`src/rtl/sevenseg_scan_driver.sv`:
```
// -----------------------------------------------------------------------------
// sevenseg_scan_driver
// Time-multiplexed seven-segment display driver. Captures DIGITS packed BCD
// codes plus per-digit decimal points. It scans them one digit at a time onto a
// shared segment bus with one-hot anode enables. New data is committed only on
// a scan wrap, so a frame never mixes old and new digits.
//
// Ports
//   clk       in   system clock, rising edge
//   rst_n     in   asynchronous active-low reset
//   bcd_in    in   4*DIGITS packed BCD codes, digit i at [4i+3:4i]
//   dp_in     in   DIGITS decimal-point requests
//   load      in   one-cycle capture strobe for bcd_in/dp_in
//   blank_lz  in   leading-zero blanking enable (live level)
//   enable    in   0 forces all anodes inactive, scanning continues
//   segment   out  {g,f,e,d,c,b,a}, registered
//   dp        out  decimal point of the active digit, registered
//   anode     out  one-hot digit enable, registered
//   frame     out  one-cycle pulse aligned with digit 0 of each new frame
//   pending   out  captured data is waiting for the next wrap
// -----------------------------------------------------------------------------
module sevenseg_scan_driver #(
   parameter int DIGITS         = 4,
   parameter int SCAN_DIV       = 50000,
   parameter int SEG_ACTIVE_LOW = 0,
   parameter int AN_ACTIVE_LOW  = 0
) (
   input  logic                  clk,
   input  logic                  rst_n,
   input  logic [4*DIGITS-1:0]   bcd_in,
   input  logic [DIGITS-1:0]     dp_in,
   input  logic                  load,
   input  logic                  blank_lz,
   input  logic                  enable,
   output logic [6:0]            segment,
   output logic                  dp,
   output logic [DIGITS-1:0]     anode,
   output logic                  frame,
   output logic                  pending
);

   localparam int PW = $clog2(SCAN_DIV);
   localparam int IW = $clog2(DIGITS);
   localparam logic [PW-1:0]     PRESC_LAST = PW'(SCAN_DIV - 1);
   localparam logic [IW-1:0]     IDX_LAST   = IW'(DIGITS - 1);
   // XOR masks turning active-high values into pin polarity.
   localparam logic [6:0]        SEG_XOR = (SEG_ACTIVE_LOW != 0) ? 7'h7F : 7'h00;
   localparam logic              DP_XOR  = (SEG_ACTIVE_LOW != 0) ? 1'b1 : 1'b0;
   localparam logic [DIGITS-1:0] AN_XOR  = (AN_ACTIVE_LOW != 0) ? {DIGITS{1'b1}} : {DIGITS{1'b0}};

   // Active-high segment pattern for one BCD code; codes 10-15 show a dash.
   function automatic logic [6:0] decode_bcd(input logic [3:0] code);
      logic [6:0] pat;
      case (code)
         4'd0:    pat = 7'h3F;
         4'd1:    pat = 7'h06;
         4'd2:    pat = 7'h5B;
         4'd3:    pat = 7'h4F;
         4'd4:    pat = 7'h66;
         4'd5:    pat = 7'h6D;
         4'd6:    pat = 7'h7D;
         4'd7:    pat = 7'h07;
         4'd8:    pat = 7'h7F;
         4'd9:    pat = 7'h6F;
         default: pat = 7'h40;
      endcase
      return pat;
   endfunction

   logic [PW-1:0]         presc_q, presc_d;
   logic [IW-1:0]         idx_q, idx_d;
   logic [4*DIGITS-1:0]   pend_bcd_q, pend_bcd_d, disp_bcd_q, disp_bcd_d;
   logic [DIGITS-1:0]     pend_dp_q, pend_dp_d, disp_dp_q, disp_dp_d;
   logic                  pending_q, pending_d;
   logic                  wrap_dly_q, frame_q;
   logic [6:0]            seg_q, seg_d;
   logic                  dp_q, dp_d;
   logic [DIGITS-1:0]     an_q, an_d;
   logic                  tick_s, wrap_s;
   logic [3:0]            cur_code_s;
   logic                  cur_dp_s, blank_s, upper_zero_s;
   logic [DIGITS-1:0]     onehot_s;

   // Prescaler and digit index next-state.
   always_comb begin
      tick_s = (presc_q == PRESC_LAST);
      wrap_s = tick_s && (idx_q == IDX_LAST);
      if (tick_s) begin
         presc_d = '0;
      end else begin
         presc_d = presc_q + PW'(1);
      end
      if (wrap_s) begin
         idx_d = '0;
      end else if (tick_s) begin
         idx_d = idx_q + IW'(1);
      end else begin
         idx_d = idx_q;
      end
   end

   // Capture/commit: a load on the wrap cycle bypasses the pending register.
   always_comb begin
      pend_bcd_d = pend_bcd_q;
      pend_dp_d  = pend_dp_q;
      disp_bcd_d = disp_bcd_q;
      disp_dp_d  = disp_dp_q;
      pending_d  = pending_q;
      if (load && wrap_s) begin
         disp_bcd_d = bcd_in;
         disp_dp_d  = dp_in;
         pending_d  = 1'b0;
      end else if (wrap_s && pending_q) begin
         disp_bcd_d = pend_bcd_q;
         disp_dp_d  = pend_dp_q;
         pending_d  = 1'b0;
      end else if (load) begin
         pend_bcd_d = bcd_in;
         pend_dp_d  = dp_in;
         pending_d  = 1'b1;
      end else begin
         pending_d  = pending_q;
      end
   end

   // Select the active digit and work out leading-zero blanking from the top down.
   always_comb begin
      cur_code_s   = 4'h0;
      cur_dp_s     = 1'b0;
      blank_s      = 1'b0;
      upper_zero_s = 1'b1;
      for (int i = DIGITS - 1; i >= 0; i--) begin
         if (disp_bcd_q[4*i +: 4] != 4'h0) begin
            upper_zero_s = 1'b0;
         end else begin
            upper_zero_s = upper_zero_s;
         end
         if (idx_q == IW'(i)) begin
            cur_code_s = disp_bcd_q[4*i +: 4];
            cur_dp_s   = disp_dp_q[i];
            blank_s    = blank_lz && upper_zero_s && (i != 0);
         end else begin
            blank_s    = blank_s;
         end
      end
   end

   // Output next-state, polarity applied last.
   always_comb begin
      onehot_s = {{(DIGITS-1){1'b0}}, 1'b1} << idx_q;
      if (!enable) begin
         seg_d = SEG_XOR;
         dp_d  = DP_XOR;
         an_d  = AN_XOR;
      end else if (blank_s) begin
         seg_d = SEG_XOR;
         dp_d  = DP_XOR;
         an_d  = onehot_s ^ AN_XOR;
      end else begin
         seg_d = decode_bcd(cur_code_s) ^ SEG_XOR;
         dp_d  = cur_dp_s ^ DP_XOR;
         an_d  = onehot_s ^ AN_XOR;
      end
   end

   // State and registered outputs. frame is delayed twice so it lines up with
   // the first registered anode of digit 0 in the new frame.
   always_ff @(posedge clk or negedge rst_n) begin
      if (!rst_n) begin
         presc_q    <= '0;
         idx_q      <= '0;
         pend_bcd_q <= '0;
         pend_dp_q  <= '0;
         disp_bcd_q <= '0;
         disp_dp_q  <= '0;
         pending_q  <= 1'b0;
         wrap_dly_q <= 1'b0;
         frame_q    <= 1'b0;
         seg_q      <= SEG_XOR;
         dp_q       <= DP_XOR;
         an_q       <= AN_XOR;
      end else begin
         presc_q    <= presc_d;
         idx_q      <= idx_d;
         pend_bcd_q <= pend_bcd_d;
         pend_dp_q  <= pend_dp_d;
         disp_bcd_q <= disp_bcd_d;
         disp_dp_q  <= disp_dp_d;
         pending_q  <= pending_d;
         wrap_dly_q <= wrap_s;
         frame_q    <= wrap_dly_q;
         seg_q      <= seg_d;
         dp_q       <= dp_d;
         an_q       <= an_d;
      end
   end

   assign segment = seg_q;
   assign dp      = dp_q;
   assign anode   = an_q;
   assign frame   = frame_q;
   assign pending = pending_q;

endmodule

```
`config.mk`:
```
export PLATFORM = sky130hd
export DESIGN_NAME = sevenseg_scan_driver
export DESIGN_NICKNAME = d
export VERILOG_FILES = /design/src/rtl/sevenseg_scan_driver.sv
export SDC_FILE = /design/constraint.sdc
export NUM_CORES = 1
export LEC_CHECK = 0
export BUFFER_PORTS_ARGS = -buffer_cell sky130_fd_sc_hd__buf_2
export CORE_MARGIN = 2
export CORE_UTILIZATION = 40
export CTS_BUF_LIST = sky130_fd_sc_hd__clkbuf_2 sky130_fd_sc_hd__clkbuf_4 sky130_fd_sc_hd__clkbuf_8
export CTS_CLUSTER_SIZE = 40
export DETAILED_ROUTE_END_ITERATION = 7
export GPL_ROUTABILITY_DRIVEN = 0
export SLEW_MARGIN = 30
export SYNTH_ARGS = -nofsm -noshare
export SYNTH_HDL_FRONTEND = slang
export SYNTH_SLANG_ARGS = --single-unit
```
`constraint.sdc`:
```
create_clock -name clk -period 4.1 [get_ports clk]
set_input_delay 0.82 -clock clk [delete_from_list [all_inputs] [get_ports clk]]
set_output_delay 0.82 -clock clk [all_outputs]
set_load 0.03 [all_outputs]
```
# [After elaboration in Yosys (flattened, before gate mapping)]
# Memories as Yosys holds them, arrays and structs flattened.
# Cells that the tools add are included.
[op_classes] add_sub_neg=2 n_eq_ne=4 shift=1 mux=30 bitwise_logic=2 reduce_logical=14
[op_table] cell="$mux W16" count=3
[op_table] cell="$mux W4" count=7
[op_table] cell="$add A16 B1 Y16 const B" count=1
[op_table] cell="$eq A16 B16 Y1 const B" count=1
[op_table] cell="$mux W1" count=16
[op_table] cell="$mux W7" count=2
[op_table] cell="$reduce_bool A4 Y1" count=3
[op_table] cell="$logic_and A1 B1 Y1" count=6
[op_table] cell="$eq A2 B2 Y1 const B" count=2
[op_table] cell="$mux W2" count=2
[op_table] cell="$reduce_bool A2 Y1" count=2
[op_table] cell="$shl A1 B2 Y4 const A" count=1
[op_table] cell="$reduce_and A3 Y1" count=1
[op_table] cell="$reduce_bool A3 Y1" count=1
[op_table] cell="$add A2 B1 Y2 const B" count=1
[op_table] cell="$eq A2 B1 Y1 const B" count=1
[op_table] cell="$logic_not A2 Y1" count=1
[op_table] cell="$not A1 Y1" count=2
[word_totals] regBits=73 mem_bits_ro=112 mem_count=1
[memory_table] name="(no name shown)" depth=16 word_bits=7 read_ports=1 rd_clocked_by_memory_dff=0 write_ports=0 line_no="54" source="case (code)"

# [Logic depth before layout (Yosys ltp)]
# Gate-level depths: netlist (run 1).
[logic_depth] word_depth=9 ltp_mapped=10 depth_no_buf=9

# [Worst setup path after synthesis (run 1)]
# OpenSTA, ideal clock, no wires.
[synth_path] path_type="reg-to-reg" startpoint="register idx_q[1]" endpoint="register seg_q[3], in the netlist segment[3]" setup_time_ns=0.083 arrival_ns=2.342 setup_slack_ns=1.676 path_stages_with_launch=8 path_buffers=0 path_cell_list="dfrtp_1 inv_1 ha_1 inv_1 o311ai_0 ha_1 or3_1 a31oi_1"
[synth_via] elab_chain_cells=8 word_cells_on_any_way=15 classes_between="eq/ne (3); mux (10); reduce/logical (1); memory (1)"
[synth_lines] element="from (decl)" line_no="71" source="logic [IW-1:0] idx_q, idx_d;"
[synth_lines] element="from (signal assigned)" line_no="184" source="idx_q <= idx_d;"
[synth_lines] element="$eq A2 B2 Y1" line_no="138" source="if (idx_q == IW'(i)) begin"
[synth_lines] element="$mux W4 (4 in a row)" line_no="138"
[synth_lines] element="$mem_v2 Z16 W7"
[synth_lines] element="$mux W7 (*)" line_no="155" source="end else if (blank_s) begin"
[synth_lines] element="$mux W7 (*)" line_no="151" source="if (!enable) begin"
[synth_lines] element="net seg_d[3]" line_no="76" source="logic [6:0] seg_q, seg_d;"
[synth_lines] element="to (signal assigned)" line_no="192" source="seg_q <= seg_d;"
[synth_lines] element="to (decl)" line_no="76"
# Mark *: on every way through the listed nets, which the timed path passes. The rest lies on a longest branch.
# A chain may end at the register's enable or synchronous reset.

# [Worst setup path after layout (run 1)]
# Ends and elaborated chain as after synthesis.

==> results_dict.tcl, run 1 <==
set metrics [dict create \
    grt_max_degree 41 \
    hold_buffers 0 \
    cts_buffers 9 \
    drive_gt1_share_pct 23.6 \
    worstHoldPathType "in -> async" \
    first_iter_violations 143 \
    crit_slowest_cell "o311ai_1" \
    synth_mux_area_share_pct 9.02 \
    synth_fp_nets 343 \
    numClockSinks 73 \
    grt_usage_pct 15.1 \
    cp.arrival_ns 3.10 \
    finClkSkew_ns 0.0151 \
    crit_family "compound AO/OA/AOI/OAI gates" \
    ir_worst_vdd_mv 0.218 \
    rr_worst_depth 8 \
    synth_compound_gate_area_share_pct 11.8 \
    crit_start "idx_q[1]$_DFFE_PN0P_" \
    drcViolationCount 0 \
    ys_seq_elements 73 \
    htree_levels 3 \
    crit_path_start_kind "flip-flop" \
    critPathMaxFanout 7 \
    finalHoldViolations 0 \
    cp_cell_sequence "inv_1 -> ha_1 -> inv_1 -> o311ai_1 -> inv_1 -> ha_1 -> or3_1 -> a31oi_1" \
    synthAdderAreaFrac_pct 3.62 \
    timing.rr.start "idx_q[1]$_DFFE_PN0P_" \
    crit_cells 8 \
    cp_common_cell "inv_1" \
    met1_length_um 3150 \
    leakage_nw 1.86 \
    final_common_cell "dfrtp_1" \
    synth-simple-area-share_pct 15.8 \
    highest_layer "met4" \
    antenna_found_initial 0 \
    wl_met2_um 3010 \
    dr.pass1.iters 6 \
    ctsResizeCount 0 \
    vias 2353 \
    fin_nets 381 \
    wl_um 6520 \
    numPortBuffers 38 \
    yosysUniqueCellTypes 44 \
    finalMaxSlewViolations 0 \
    cts_tree "built" \
    gr-total-overflow 0 \
    worstMarginPinSlew_ns 0.877 \
    setup_violations 0 \
    pin_count 39 \
    synth_xor_area_share_pct 3.04 \
    cts_root_buffer "clkbuf_8" \
    maxCapViolations 0 \
    rr_endpoint "segment[3]$_DFF_PN0_" \
    synth_top_family_by_area "simple AND/OR/NAND/NOR gates" \
    dp_hpwl_um 4610 \
    rows 33 \
    grt_pass1_wl_um 11600 \
    place_area_um2 3700 \
    fin_crit_sh_pct 69.3 \
    core_area_um2 8300 \
    layout_common_cells "dfrtp_1, buf_2, nand2_1" \
    die_h_um 96.9 \
    period_minus_slack_ns 2.84 \
    crit_buf_inv 3 \
    post-route-util_pct 47.2 \
    ys_seq_area_share_pct 52.9 \
    cts.path.max_buffers 2 \
    clkTransAtPathRegs_ns 0.09 \
    areaGrowthSynthToFinish_pct 13.4 \
    rsz0062_at_grt "no" \
    drtAntennaViolNets 0 \
    r2r_setup_slack_ns 1.26 \
    maxSlewHeadroom_pct 40.6 \
    met3_length_um 267 \
    viasPerCell 5.16 \
    grt_pass1_vias 2389 \
    syn_area_per_cell_um2 11.2 \
    setup_tns_ns 0 \
    crit_path_end_kind "flip-flop" \
    cpPeakStageDelay_ns 0.79 \
    die_x_um 96.9 \
    syn_area_um2 3450 \
    n_antenna_cell 0 \
    cp.required_ns 4.36 \
    die_area_um2 9400 \
    powerDensity_nw_per_um2 375 \
    wire_per_inst_um 14.3 \
    status "complete, no violations" \
    post-cts-setup-buffers 0 \
    synth_cells 308 \
    fmax_mhz 352 \
    initial_core_util_pct 41.6 \
    ys_warn_count 0 \
    worstSkewPairLatency_ns 0.35 \
    finalInstanceArea_um2 3920 \
    critPathKind "reg -> reg" \
]
==> worst max-delay path by stage <==
| stage | endpoint | slack (ns) |
|---|---|---|
| floorplan | segment[3]$_DFF_PN0_ | 1.68 |
| global placement | segment[5]$_DFF_PN0_ | 1.41 |
| detailed placement | segment[5]$_DFF_PN0_ | 1.26 |
| CTS | segment[3]$_DFF_PN0_ | 1.23 |
| global route | segment[3]$_DFF_PN0_ | 1.0 |
| finish | segment[3]$_DFF_PN0_ | 1.26 |
==> synthesized netlist by cell type (all sizes together) <==
| master | count | area, um2 |
|---|---|---|
| dfrtp | 73 | 1830 |
| nand2 | 36 | 138 |
| o21ai | 26 | 130 |
| mux2 | 21 | 312 |
| o22ai | 20 | 125 |
| nor2 | 14 | 52.6 |
| nand3 | 11 | 55.1 |
| ha | 10 | 125 |
| a21oi | 8 | 40.0 |
| clkbuf | 8 | 30.0 |
| xor2 | 8 | 70.1 |
| and2 | 7 | 43.8 |
| buf | 7 | 77.6 |
| inv | 7 | 26.3 |
| and4 | 5 | 46.3 |
| a31oi | 4 | 25.0 |
| nand2b | 4 | 25.0 |
| nand3b | 4 | 30.0 |
| or3 | 4 | 25.0 |
| xnor2 | 4 | 35.0 |
| and3 | 3 | 18.8 |
| o211ai | 3 | 22.5 |
| a21o | 2 | 15.0 |
| nand4 | 2 | 12.5 |
| nand4b | 2 | 17.5 |
| nor3 | 2 | 21.3 |
| nor4 | 2 | 12.5 |
| o311ai | 2 | 17.5 |
| or4 | 2 | 15.0 |
| or4b | 2 | 23.8 |
| a211oi | 1 | 7.51 |
| a22oi | 1 | 7.51 |
| a311oi | 1 | 8.76 |
| and2b | 1 | 7.51 |
| o31a | 1 | 8.76 |
==> stage by stage <==
stage / hold slack [ns] / setup slack (ns) / total power [mW] / cells
after floorplan: 0.331 / 1.68 / 0.832 / 308
after global placement: 0.359 / 1.41 / 0.871 / 440
after detailed placement: 0.359 / 1.26 / 0.873 / 440
after CTS: 0.235 / 1.23 / 1.49 / 456
after global routing: 0.228 / 0.997 / 1.53 / 456
final: 0.252 / 1.26 / 1.47 / 456
==> sequential cells by signal, indices dropped and copies added (netlist names) <==
register,cells
anode,4
frame,1
disp_bcd_q,16
segment,7
disp_dp_q,4
presc_q,16
dp,1
pend_bcd_q,16
wrap_dly_q,1
idx_q,2
pend_dp_q,4
pending,1
==> layer usage <==
layer  track usage (%)  vias to the layer above
met4              4.66                        0
met3              4.70                        8
li1                  -                     1178
met5                 0                        -
met1              20.4                     1124
met2              23.2                       43
==> area by class of cell <==
cell class	instances	area (um2)
well taps	105	131
clock buffers	9	124
flip-flops and latches	73	1830
multi-input cells	213	1490
fillers	780	4380
repair buffers	42	220
clock inverters	7	95.1
inverters	7	26.3
==> report_power, final <==
group	leakage [nW]	internal, mW	total, mW	switching (mW)
combinational	0.808	0.0512	0.102	0.0512
clock	0.109	0.342	0.612	0.269
sequential	0.939	0.743	0.755	0.0118
total	1.86	1.14	1.47	0.332
==> cells by family (layout without fill, tap and decap cells) <==
group / after synthesis / count (layout)
adders and majority gates: 10 / 10
xor gates and xnor gates: 12 / 12
and+or+nand+nor: 101 / 101
muxes: 21 / 21
buffers and inverters: 22 / 65
AOI/OAI and AO/OA: 69 / 69
DFF: 73 / 73
Note: power is estimated with default switching activity, not from simulation.
==> run 2, diff against run 1 <==
==> constraint.sdc (replaced) <==
create_clock -name clk -period 2.6 [get_ports clk]
set_input_delay 0.52 -clock clk [delete_from_list [all_inputs] [get_ports clk]]
set_output_delay 0.52 -clock clk [all_outputs]
set_load 0.03 [all_outputs]
==> run 2 against run 1 <==
Count of clock-buffer cells in the layout increased by 3. Clock power rose by 45%. First-iteration DRC count increased by 18%. Highest routed layer unchanged. Sequential share of layout area down 0.68 points. Register-to-register slack worse by 0.98 ns. Critical path depth is 2 higher. Global-route usage is 0.068 points higher. Combinational power up 63%.
==> results_dict.tcl, run 2 (same netlist as run 1, synthesis figures left out) <==
set metrics [dict create \
    crit_path_end_kind "flip-flop" \
    dr.pass1.iters 5 \
    grt_max_degree 74 \
    timing.rr.start "idx_q[1]$_DFFE_PN0P_" \
    antenna_found_initial 0 \
    die_h_um 96.9 \
    grt_usage_pct 15.1 \
    vias 2413 \
    leakage_nw 1.89 \
    post-cts-setup-buffers 0 \
    grt_pass1_vias 2365 \
    cts_root_buffer "clkbuf_8" \
    cts_tree "built" \
    clkTransAtPathRegs_ns 0.08 \
    pin_count 39 \
    gr-total-overflow 0 \
    initial_core_util_pct 41.6 \
    worstSkewPairLatency_ns 0.34 \
    rr_endpoint "segment[3]$_DFF_PN0_" \
    cp.arrival_ns 2.58 \
    rsz0062_at_grt "no" \
    drcViolationCount 0 \
    dp_slack_ns 0.247 \
    maxSlewHeadroom_pct 57.8 \
    areaGrowthSynthToFinish_pct 15.1 \
    setup_violations 0 \
    die_area_um2 9400 \
    cts_buffers 9 \
    crit_path_start_kind "flip-flop" \
    period_minus_slack_ns 2.32 \
    fin_cells 462 \
    setup_tns_ns 0 \
    finalHoldViolations 0 \
    worstMarginPinSlew_ns 0.633 \
    die_x_um 96.9 \
    finalMaxSlewViolations 0 \
    maxCapViolations 0 \
    finalWorstSetupSlack_ns 0.276 \
    final_common_cell "dfrtp_1" \
    rows 33 \
    fin_nets 388 \
    wl_um 6630 \
    cts.path.max_buffers 2 \
    crit_start "idx_q[1]$_DFFE_PN0P_" \
    r2r_setup_slack_ns 0.28 \
    first_iter_violations 169 \
    htree_levels 3 \
    layout_common_cells "dfrtp_1, buf_2, nand2_1" \
    endpoint "segment[3]$_DFF_PN0_" \
    drtAntennaViolNets 0 \
    cp.required_ns 2.85 \
    place_inst 447 \
    grt_pass1_wl_um 11600 \
    post-route-util_pct 47.9 \
    fmax_mhz 430 \
    numClockSinks 73 \
    wire_per_inst_um 14.4 \
    drive_gt1_share_pct 24.9 \
    finClkSkew_ns 0.00944 \
    critPathKind "reg -> reg" \
    fillers 765 \
    rr_worst_depth 10 \
    numPortBuffers 38 \
    status "complete, no violations" \
    ir_worst_vdd_mv 0.288 \
    fin_crit_sh_pct 89.4 \
    worstHoldPathType "in -> async" \
    powerDensity_nw_per_um2 565 \
    core_area_um2 8300 \
    viasPerCell 5.22 \
    place_area_um2 3780 \
    critPathMaxFanout 6 \
    dp_hpwl_um 4620 \
    finalInstanceArea_um2 3980 \
    top_regs "disp_bcd_q: 16 flops, pend_bcd_q: 16 flops, presc_q: 16 flops" \
    n_antenna_cell 0 \
]
==> run 2: worst max-delay path, cell delays in order (launching register included) <==
cell,delay [ns]
dfrtp_1,0.38
inv_1,0.09
ha_1,0.21
buf_4,0.16
nor2_1,0.20
o211ai_1,0.13
o311ai_1,0.13
inv_1,0.11
ha_1,0.30
or3_1,0.37
a31oi_1,0.16
==> run 2: area by class of cell <==
cell class	instances	area, um2	area share [%]
inverters	7	26.3	0.661
clock inverters	3	40.0	1.01
clock buffers	12	159	4.00
repair buffers	49	298	7.49
multi-input cells	213	1490	37.6
flip-flops and latches	73	1830	46.0
well taps	105	131	3.31
==> run 2: power by group <==
| group | total, mW | switching [mW] | internal [mW] |
|---|---|---|---|
| clock network | 0.888 | 0.390 | 0.498 |
| registers | 1.19 | 0.0181 | 1.17 |
| logic | 0.166 | 0.0823 | 0.0841 |
| total | 2.24 | 0.490 | 1.75 |
==> run 2: routing by layer <==
| metal | vias to the layer above | share of wire, % | track usage [%] |
|---|---|---|---|
| li1 | 1192 | - | - |
| met1 | 1149 | 48 | 21.1 |
| met2 | 60 | 45 | 22.2 |
| met3 | 12 | 4.4 | 4.19 |
| met4 | 0 | 2.4 | 6.50 |
| met5 | - | 0 | 0 |
==> run 2: worst min path at each step <==
stage	startpoint	end	slack (ns)	cells after the start
5_1_grt	rst_n	presc_q[1]$_DFF_PN0_	0.21	2
4_1_cts	rst_n	presc_q[6]$_DFF_PN0_	0.20	2
3_5_place_dp	wrap_dly_q$_DFF_PN0_	frame$_DFF_PN0_	0.38	0
2_1_floorplan	rst_n	anode[0]$_DFF_PN0_	0.22	0
3_3_place_gp	wrap_dly_q$_DFF_PN0_	frame$_DFF_PN0_	0.37	0
6_report	rst_n	presc_q[6]$_DFF_PN0_	0.20	2
==> run 2: timing repair <==
action | in CTS | in global routing
hold buffers | 0 | 0
setup endpoints to repair | 0 | 4
gates resized for setup | 0 | 1
==> run 2: stage by stage <==
step | hold slack [ns] | total power, mW
floorplan | 0.224 | 1.31
global placement | 0.367 | 1.38
detailed placement | 0.382 | 1.38
CTS | 0.204 | 2.27
global route | 0.214 | 2.34
finish | 0.196 | 2.24
